===== src/rtl/mux_arb_pkg.sv =====
// Shared definitions for the four-channel round-robin arbiter:
// FSM state encoding, channel/select sizing and the round-robin pick.
package mux_arb_pkg;

    localparam int NUM_CH = 4;
    localparam int SEL_W  = 2;

    // Output slot state: EMPTY means no unconsumed word, FULL means f is valid.
    typedef enum logic {
        EMPTY = 1'b0,
        FULL  = 1'b1
    } state_e;

    // Returns the first requesting channel found when scanning ptr, ptr+1,
    // ptr+2, ptr+3 (mod 4). Scanning from the farthest offset down to the
    // nearest lets the nearest hit overwrite the result, so the closest
    // requester to ptr wins. With req == 0 the result is ptr and unused.
    function automatic logic [SEL_W-1:0] rr_pick(input logic [NUM_CH-1:0] req,
                                                 input logic [SEL_W-1:0]  ptr);
        logic [SEL_W-1:0] idx;
        logic [SEL_W-1:0] pick;
        pick = ptr;
        for (int k = NUM_CH - 1; k >= 0; k--) begin
            idx = ptr + SEL_W'(k);
            if (req[idx]) begin
                pick = idx;
            end
        end
        return pick;
    endfunction

endpackage


===== src/rtl/mux_4x1_nbits.sv =====
// Existing N-bit 4:1 datapath multiplexer; sel picks one of w0..w3.
module mux_4x1_nbits #(
    parameter int N = 3
) (
    input  logic [N-1:0] w0,
    input  logic [N-1:0] w1,
    input  logic [N-1:0] w2,
    input  logic [N-1:0] w3,
    input  logic [1:0]   sel,
    output logic [N-1:0] f
);

    // Pure combinational word select.
    always_comb begin
        f = w0;
        case (sel)
            2'd0:    f = w0;
            2'd1:    f = w1;
            2'd2:    f = w2;
            default: f = w3;
        endcase
    end

endmodule


===== src/rtl/mux4_rr_arbiter.sv =====
// Round-robin arbiter sharing one 4:1 mux between four requesters.
// The winner's word is captured into a single registered output slot.
//
// Handshake: out_valid/out_ready follow strict valid/ready semantics. A word
// is consumed on any rising edge where out_valid=1 and out_ready=1; while
// out_valid=1 and out_ready=0 the slot (f, sel, out_valid) holds. On the
// producer side gnt[i] is the combinational acknowledge: channel i must hold
// req[i] and w<i> until it sees gnt[i]=1, and the word is taken at that edge.
module mux4_rr_arbiter
    import mux_arb_pkg::*;
#(
    parameter int N = 3
) (
    input  logic                clk,
    input  logic                reset,
    input  logic [NUM_CH-1:0]   req,
    input  logic [N-1:0]        w0,
    input  logic [N-1:0]        w1,
    input  logic [N-1:0]        w2,
    input  logic [N-1:0]        w3,
    input  logic                out_ready,
    output logic [NUM_CH-1:0]   gnt,
    output logic [SEL_W-1:0]    sel,
    output logic [N-1:0]        f,
    output logic                out_valid,
    output logic                dbg_state_o,
    output logic [SEL_W-1:0]    dbg_ptr_o
);

    state_e             state_q, state_d;
    logic [SEL_W-1:0]   ptr_q, ptr_d;
    logic [SEL_W-1:0]   sel_q, sel_d;
    logic [N-1:0]       f_q, f_d;

    logic               can_load;
    logic               grant_en;
    logic [SEL_W-1:0]   winner;
    logic [N-1:0]       mux_f;

    // The winner index steers the shared datapath mux directly.
    mux_4x1_nbits #(.N(N)) u_mux (
        .w0  (w0),
        .w1  (w1),
        .w2  (w2),
        .w3  (w3),
        .sel (winner),
        .f   (mux_f)
    );

    // Arbitration: load when the slot is empty or is being drained this cycle.
    // Reset suppresses the grant so no requester believes its word was taken.
    always_comb begin
        can_load = (state_q == EMPTY) || (state_q == FULL && out_ready);
        winner   = rr_pick(req, ptr_q);
        grant_en = can_load && (req != '0) && !reset;
        gnt      = '0;
        if (grant_en) begin
            gnt[winner] = 1'b1;
        end
    end

    // Next-state for the slot FSM, output word, select and round-robin pointer.
    always_comb begin
        state_d = state_q;
        ptr_d   = ptr_q;
        sel_d   = sel_q;
        f_d     = f_q;
        if (grant_en) begin
            f_d     = mux_f;
            sel_d   = winner;
            state_d = FULL;
            ptr_d   = winner + 2'd1;
        end else if (state_q == FULL && out_ready) begin
            state_d = EMPTY;
        end
    end

    // State registers with synchronous active-high reset.
    always_ff @(posedge clk) begin
        if (reset) begin
            state_q <= EMPTY;
            ptr_q   <= '0;
            sel_q   <= '0;
            f_q     <= '0;
        end else begin
            state_q <= state_d;
            ptr_q   <= ptr_d;
            sel_q   <= sel_d;
            f_q     <= f_d;
        end
    end

    assign out_valid   = (state_q == FULL);
    assign f           = f_q;
    assign sel         = sel_q;
    assign dbg_state_o = state_q;
    assign dbg_ptr_o   = ptr_q;

endmodule


===== config.mk =====
export PLATFORM = sky130hd
export DESIGN_NAME = mux4_rr_arbiter
export DESIGN_NICKNAME = d
export VERILOG_FILES = /design/src/rtl/mux_arb_pkg.sv /design/src/rtl/mux_4x1_nbits.sv /design/src/rtl/mux4_rr_arbiter.sv
export SDC_FILE = /design/constraint.sdc
export NUM_CORES = 1
export LEC_CHECK = 0
export ABC_AREA = 1
export CORE_MARGIN = 1
export CORE_UTILIZATION = 43
export CTS_CLUSTER_DIAMETER = 40
export DETAILED_ROUTE_END_ITERATION = 7
export HOLD_SLACK_MARGIN = 0.05
export PLACE_DENSITY = 0.84
export SYNTH_ARGS = -nofsm -noshare
export SYNTH_HDL_FRONTEND = slang
export SYNTH_SLANG_ARGS = --single-unit

===== constraint.sdc =====
create_clock -name clk -period 4.1 [get_ports clk]
set_input_delay 1.025 -clock clk [delete_from_list [all_inputs] [get_ports clk]]
set_output_delay 1.025 -clock clk [all_outputs]
set_load 0.1 [all_outputs]

==> flow_metrics.tcl, run 1 <==
set metrics [dict create \
    antennaDiodeCount 0 \
    post_detailed_route_drc_marker_count 0 \
    startpoint "req[1]" \
    share_of_total_power_consumed_by_net_switching_pct 55.1 \
    finalWeightedCongestion 0.886 \
    power.switching_mw 0.322 \
    vdd_ir_drop_max_mv 0.377 \
    grt.overflow.total 0 \
    final_area_um2 1060 \
    yosys_register_bits 8 \
    largest_family_of_logic_cells_by_synthesized_area "simple AND/OR/NAND/NOR gates" \
    vias 786 \
    synth-simple-area-share_pct 37.8 \
    internal_power_mw 0.262 \
    setup.worst_path.end_class "output pin" \
    final_cell_mix "42 x nand2_1, 27 x clkdlybuf4s50_1, 16 x inv_1, 9 x nand3_1, 8 x dfxtp_1" \
    worst_slew_margin_rel_pct 35.0 \
    detailed_route_iter0_violations 22 \
    cts-root-to-sink-buffers 2 \
    final_cells 159 \
    placed_area_um2 1030 \
    unrepaired_setup_endpoints_after_global_routing "true" \
    clk_pin_slew_ps 50 \
    die_h_um 41.6 \
    setup.worst_path.start_class "input pin" \
    r2r_start "dbg_ptr_o[0]$_SDFFE_PP0P_" \
    floorplan.die_area_um2 1730 \
    critical_path.reg2reg.endpoint "f[2]$_SDFFE_PP0P_" \
    layout-area-overhead-vs-synth_pct 57.5 \
    via_count_of_the_first_global_routing_pass 713 \
    post-synth-top-area-cell "dfxtp_1" \
    slew_viol_final 0 \
    dr.pass1.iters 4 \
    pin_count_of_the_biggest_net_entering_global_routing 12 \
    drv_cap 0 \
    clock_insertion_delay_worst_skew_ps 250 \
    path_class "in2out" \
    top_level_ports 32 \
    synthXorXnorAreaFrac_pct 0 \
    post_synth_num_cell_types 18 \
    nNetsFinal 170 \
    std_cell_rows 13 \
    timing.critical_path.required_ps 3070 \
    syn_nets 136 \
    slew_worst_pin_ps 972 \
    total_leakage_power_nw 0.502 \
    synth.mux.area_fraction_pct 0 \
    floorplan.core_area_um2 1380 \
    finalWirelength_mm 1.64 \
    reg2reg_depth 14 \
    dieWidth_um 41.6 \
    pwr-share-clk_pct 10.0 \
    antenna_found_initial 0 \
    synth_top_area_share_pct 23.7 \
    timing.hold.ws_ps 477 \
    crit_path_max_fo 6 \
    drt-vias-per-instance 4.94 \
    layout_commonest_cell "nand2_1" \
    timing.critical_path.to "gnt[0]" \
    layout_worst_path_cycle_share_pct 95.8 \
    status "finished, final reports clean" \
    cts_buffer_count 3 \
    wire_per_inst_um 10.3 \
    place_inst 156 \
    synth-warning-count 0 \
    synth_top_area_cells "dfxtp_1 24%, nand2_1 23%, ha_1 9.3%" \
    design_power_total_mw 0.585 \
    hold_path_class "reg2reg" \
    fmax_mhz 255 \
    post_route_cells_drive_above_1_share_pct 16.0 \
    cts_tree "done" \
    htree_levels 1 \
    arrival_ps 2900 \
    clock-root-buffer "clkbuf_4" \
    grt_use_total_pct 21.3 \
    ff2ff_setup_slack_ps 1850 \
    syn-mean-instance-area_um2 6.02 \
    cts.hold.buffers_added 0 \
    fraction_of_power_consumed_by_combinational_cells_pct 71.8 \
    seq_area_frac_synth_pct 23.7 \
    period_minus_slack_ps 3930 \
    finalClockSkew_ps 2.68 \
    ant_nets 0 \
    clock_sinks 8 \
    wire_length_of_the_first_global_routing_pass_mm 2.96 \
    timing_hold_violations_final 0 \
    detailed_place_hpwl_mm 1.38 \
    synth_compound_area_share_pct 14.3 \
    finalSetupViolations 0 \
    port-buffer-count 31 \
    synth_cells 112 \
    synthAdderAreaFrac_pct 9.28 \
    combined_area_of_all_synthesized_cells_um2 674 \
    initial_core_util_pct 48.8 \
    power.density_cell_area_nw_per_um2 550 \
    sequentialPowerShare_pct 18.2 \
]
==> worst min-delay path by stage <==
| stage | start | endpoint | slack [ps] | depth (start not counted) |
|---|---|---|---|---|
| final | sel[0]$_SDFFE_PP0P_ | sel[0]$_SDFFE_PP0P_ | 480 | 2 |
| after global routing | sel[0]$_SDFFE_PP0P_ | sel[0]$_SDFFE_PP0P_ | 510 | 2 |
| after CTS | sel[0]$_SDFFE_PP0P_ | sel[0]$_SDFFE_PP0P_ | 480 | 2 |
| after detailed placement | sel[0]$_SDFFE_PP0P_ | sel[0]$_SDFFE_PP0P_ | 470 | 2 |
| after global placement | sel[0]$_SDFFE_PP0P_ | sel[0]$_SDFFE_PP0P_ | 470 | 2 |
| after floorplan | f[1]$_SDFFE_PP0P_ | f[1]$_SDFFE_PP0P_ | 920 | 2 |
==> layout make-up <==
class | instances | area, um^2
repair buffers | 32 | 358
inverters | 19 | 73.8
fillers | 112 | 320
well taps | 15 | 18.8
flip-flops and latches | 8 | 160
multi-input cells | 82 | 429
clock buffers | 3 | 22.5
==> critical path, stage by stage <==
cell,delay (ps)
clkdlybuf4s50_1,460
inv_1,60
o21ai_1,150
nand2_1,100
nand2_1,70
nand2_1,50
nand2_1,60
nand2_1,50
nand2_1,60
nand2_2,110
inv_1,110
ha_2,210
inv_1,60
nor2_2,150
buf_12,190
==> flip-flops by register name (all words and copies together), names as in the netlist <==
register / count
f: 3
dbg_ptr_o: 2
sel: 2
dbg_state_o: 1
==> Yosys cell counts <==
master	number
nand4_1	1
a21oi_2	1
inv_1	16
nand3_1	9
a311oi_1	3
inv_2	2
inv_4	1
buf_6	1
buf_4	2
o21ai_0	3
nand2_2	2
dfxtp_1	8
a31o_2	3
nand2_1	42
o21ai_1	1
a21oi_1	3
ha_1	5
nor2_1	9
==> layer usage <==
metal | vias up | track usage (%) | wire (um)
met1 | 348 | 27.0 | 781
met2 | 20 | 36.6 | 806
met3 | 0 | 3.91 | 56
li1 | 418 | - | -
met5 | - | 0 | 0
met4 | 0 | 5.81 | 0
==> power groups by stage <==
stage	logic (mW)	registers (mW)	clock network, mW
floorplan	0.225	0.193	0
global placement	0.411	0.107	0
detailed placement	0.416	0.108	0
CTS	0.418	0.106	0.0605
global route	0.453	0.109	0.0653
finish	0.420	0.106	0.0585
==> repair_timing <==
action                     4_1_cts  5_1_grt
buffers inserted                 0        0
setup endpoints to repair        0        2
resized for setup                0        2
==> stage by stage <==
step | utilization, % | TNS, ps | worst slack [ps]
final | 76.8 | 0 | 171
after global routing | 76.8 | -2.68 | -2.68
after CTS | 76.5 | 0 | 160
after detailed placement | 74.8 | 0 | 165
after global placement | 74.8 | 0 | 223
after floorplan | - | 0 | 142
==> logic make-up after synthesis <==
| group | after synthesis |
|---|---|
| simple gates | 63 |
| buf+inv | 22 |
| compound gates | 14 |
| flops | 8 |
| fa+ha+maj | 5 |
Note: power is estimated with default switching activity, not from simulation.
==> run 2, diff against run 1 <==
- GPL_ROUTABILITY_DRIVEN: default -> 0
==> results of run 2 <==
No change in the layout: final DEF, timing and power equal those of run 1.
==> run 3, diff against run 2 <==
- CORE_UTILIZATION: 43 -> 50
- DONT_BUFFER_PORTS: default -> 1
- PLACE_DENSITY: 0.84 -> default
==> run 3 against run 2 <==
Compared with the run above:
- count of clock-buffer cells in the layout did not move
- via count fell by 12%
- clock power rose by 0.9%
- fmax rose by 11%
- sequential cell count did not move
- wire length fell by 14%
- core utilization fell by 13 points
- clock skew fell by 2.4 ps
- critical path type unchanged
- largest cell class unchanged
- largest power group unchanged
- highest routed layer unchanged
==> flow_metrics.tcl, run 3 (synthesis gave the netlist of run 1 again) <==
set metrics [dict create \
    path_class "in2out" \
    timing_hold_violations_final 0 \
    drt-vias-per-instance 5.18 \
    clock_sinks 8 \
    grt.overflow.total 0 \
    pwr-share-clk_pct 11.3 \
    htree_levels 1 \
    via_count_of_the_first_global_routing_pass 554 \
    dieWidth_um 38.7 \
    power.density_cell_area_nw_per_um2 689 \
    final_cell_mix "42 x nand2_1, 16 x inv_1, 9 x nand3_1, 8 x buf_4, 7 x dfxtp_1" \
    total_leakage_power_nw 0.404 \
    arrival_ps 2520 \
    antennaDiodeCount 0 \
    place_inst 131 \
    period_minus_slack_ps 3550 \
    status "finished, final reports clean" \
    worst-path-buf-inv 5 \
    drv_cap 0 \
    detailed_place_hpwl_mm 1.14 \
    cts_setup_buffers 0 \
    worst_slew_margin_rel_pct 35.5 \
    wire_length_of_the_first_global_routing_pass_mm 2.13 \
    clk_pin_slew_ps 50 \
    setup.worst_path.end_class "output pin" \
    floorplan.core_area_um2 1190 \
    pin_count_of_the_biggest_net_entering_global_routing 13 \
    fraction_of_power_consumed_by_combinational_cells_pct 57.1 \
    ant_nets 0 \
    crit_path_max_incr_delay_ps 290 \
    cts_tree "done" \
    internal_power_mw 0.213 \
    clock-root-buffer "clkbuf_4" \
    cts_buffer_count 3 \
    fmax_mhz 282 \
    hold_path_class "reg2reg" \
    finalSetupViolations 0 \
    detailed_route_iter0_violations 17 \
    post_route_cells_drive_above_1_share_pct 20.8 \
    floorplan.die_area_um2 1500 \
    cts.hold.buffers_added 0 \
    grt_use_total_pct 21.1 \
    path_common_cell "nand2_1" \
    antenna_found_initial 0 \
    cts.repair.resized 0 \
    vias 694 \
    final_cells 134 \
    post_detailed_route_drc_marker_count 0 \
    timing.critical_path.required_ps 3070 \
    layout-area-overhead-vs-synth_pct 12.6 \
    slew_viol_final 0 \
    layout_worst_path_cycle_share_pct 86.5 \
    largest_register_ffs 3 \
    wire_per_inst_um 10.6 \
    setup.worst_path.start_class "input pin" \
    final.setup.tns_ps 0 \
    nNetsFinal 146 \
    design_power_total_mw 0.524 \
    initial_core_util_pct 56.9 \
    die_h_um 38.7 \
    timing.hold.ws_ps 611 \
    critical-path-top-delay-family "simple AND/OR/NAND/NOR gates" \
    cts-root-to-sink-buffers 2 \
    layout_commonest_cell "nand2_1" \
    sequentialPowerShare_pct 31.6 \
    vdd_ir_drop_max_mv 0.366 \
    std_cell_rows 12 \
    clock_insertion_delay_worst_skew_ps 250 \
    dr.pass1.iters 4 \
    slew_worst_pin_ps 966 \
    critical-path-slowest-cell "buf_4" \
    crit_path_cell_trace "inv_1, nand2_1, nand3_1, nand2_1, inv_1, nand2_1, nand2_1, nand2_1, nand2_1, nand2_2, inv_1, ha_1, inv_1, nor2_2, buf_4" \
    share_of_total_power_consumed_by_net_switching_pct 59.4 \
    port-buffer-count 0 \
    finalClockSkew_ps 0.284 \
    power.switching_mw 0.311 \
    unrepaired_setup_endpoints_after_global_routing "false" \
    crit_path_max_fo 6 \
    finalWirelength_mm 1.42 \
    top_level_ports 32 \
]
run 3: changes by cell type in the layout (fill, tap and decap cells not counted), sizes merged:
cell | previous run | this run
clkdlybuf4s50 | 27 | 0
buf | 5 | 8
run 3: area by class of cell:
cell class	count	area [um^2]
Clock buffer	3	22.5
Tap cell	14	17.5
Fill cell	123	427
Inverter	19	73.8
Timing Repair Buffer	8	60.1
Sequential cell	8	161
Multi-Input combinational cell	82	424
run 3: worst paths after layout:
check	from	endpoint	slack, ps	cells past startpoint
max	req[1]	gnt[0]	550	15
min	dbg_state_o$_SDFFE_PP0P_	dbg_state_o$_SDFFE_PP0P_	610	4
max reg2reg	dbg_ptr_o[1]$_SDFFE_PP0P_	f[0]$_SDFFE_PP0P_	1820	13
min reg2reg	dbg_state_o$_SDFFE_PP0P_	dbg_state_o$_SDFFE_PP0P_	610	4
run 3: worst register-to-register path, stage by stage, from the launching register on:
cell and delay [ps]:
dfxtp_1 400, buf_4 340, nand3_1 150, nand2_1 80, inv_1 40, nand2_1 60, nand2_1 60, nand3_1 80
nand2_2 110, inv_1 100, ha_1 210, nand2_1 60, a31o_2 260, a311oi_1 230
run 3: metal layers:
layer	share of wire (%)	up-vias	track usage (%)
met5	0	-	0
met4	0	0	2.59
met3	9.1	0	9.25
met2	45	34	35.0
met1	45	293	25.6
li1	-	367	-
run 3: stage by stage:
step | worst slack, ps | instance area (um^2) | util, %
6_report | 553 | 759 | 64.0
5_1_grt | 336 | 759 | 64.0
4_1_cts | 558 | 759 | 64.0
3_5_place_dp | 558 | 737 | 62.1
3_3_place_gp | 611 | 737 | 62.1
2_1_floorplan | 142 | 684 | -
run 3: power groups by stage:
| stage | clock [mW] | sequential [mW] | combinational, mW |
|---|---|---|---|
| CTS | 0.0604 | 0.166 | 0.301 |
| finish | 0.0590 | 0.166 | 0.299 |
| floorplan | 0 | 0.193 | 0.225 |
| global placement | 0 | 0.167 | 0.296 |
| global route | 0.0662 | 0.168 | 0.330 |
| detailed placement | 0 | 0.167 | 0.299 |
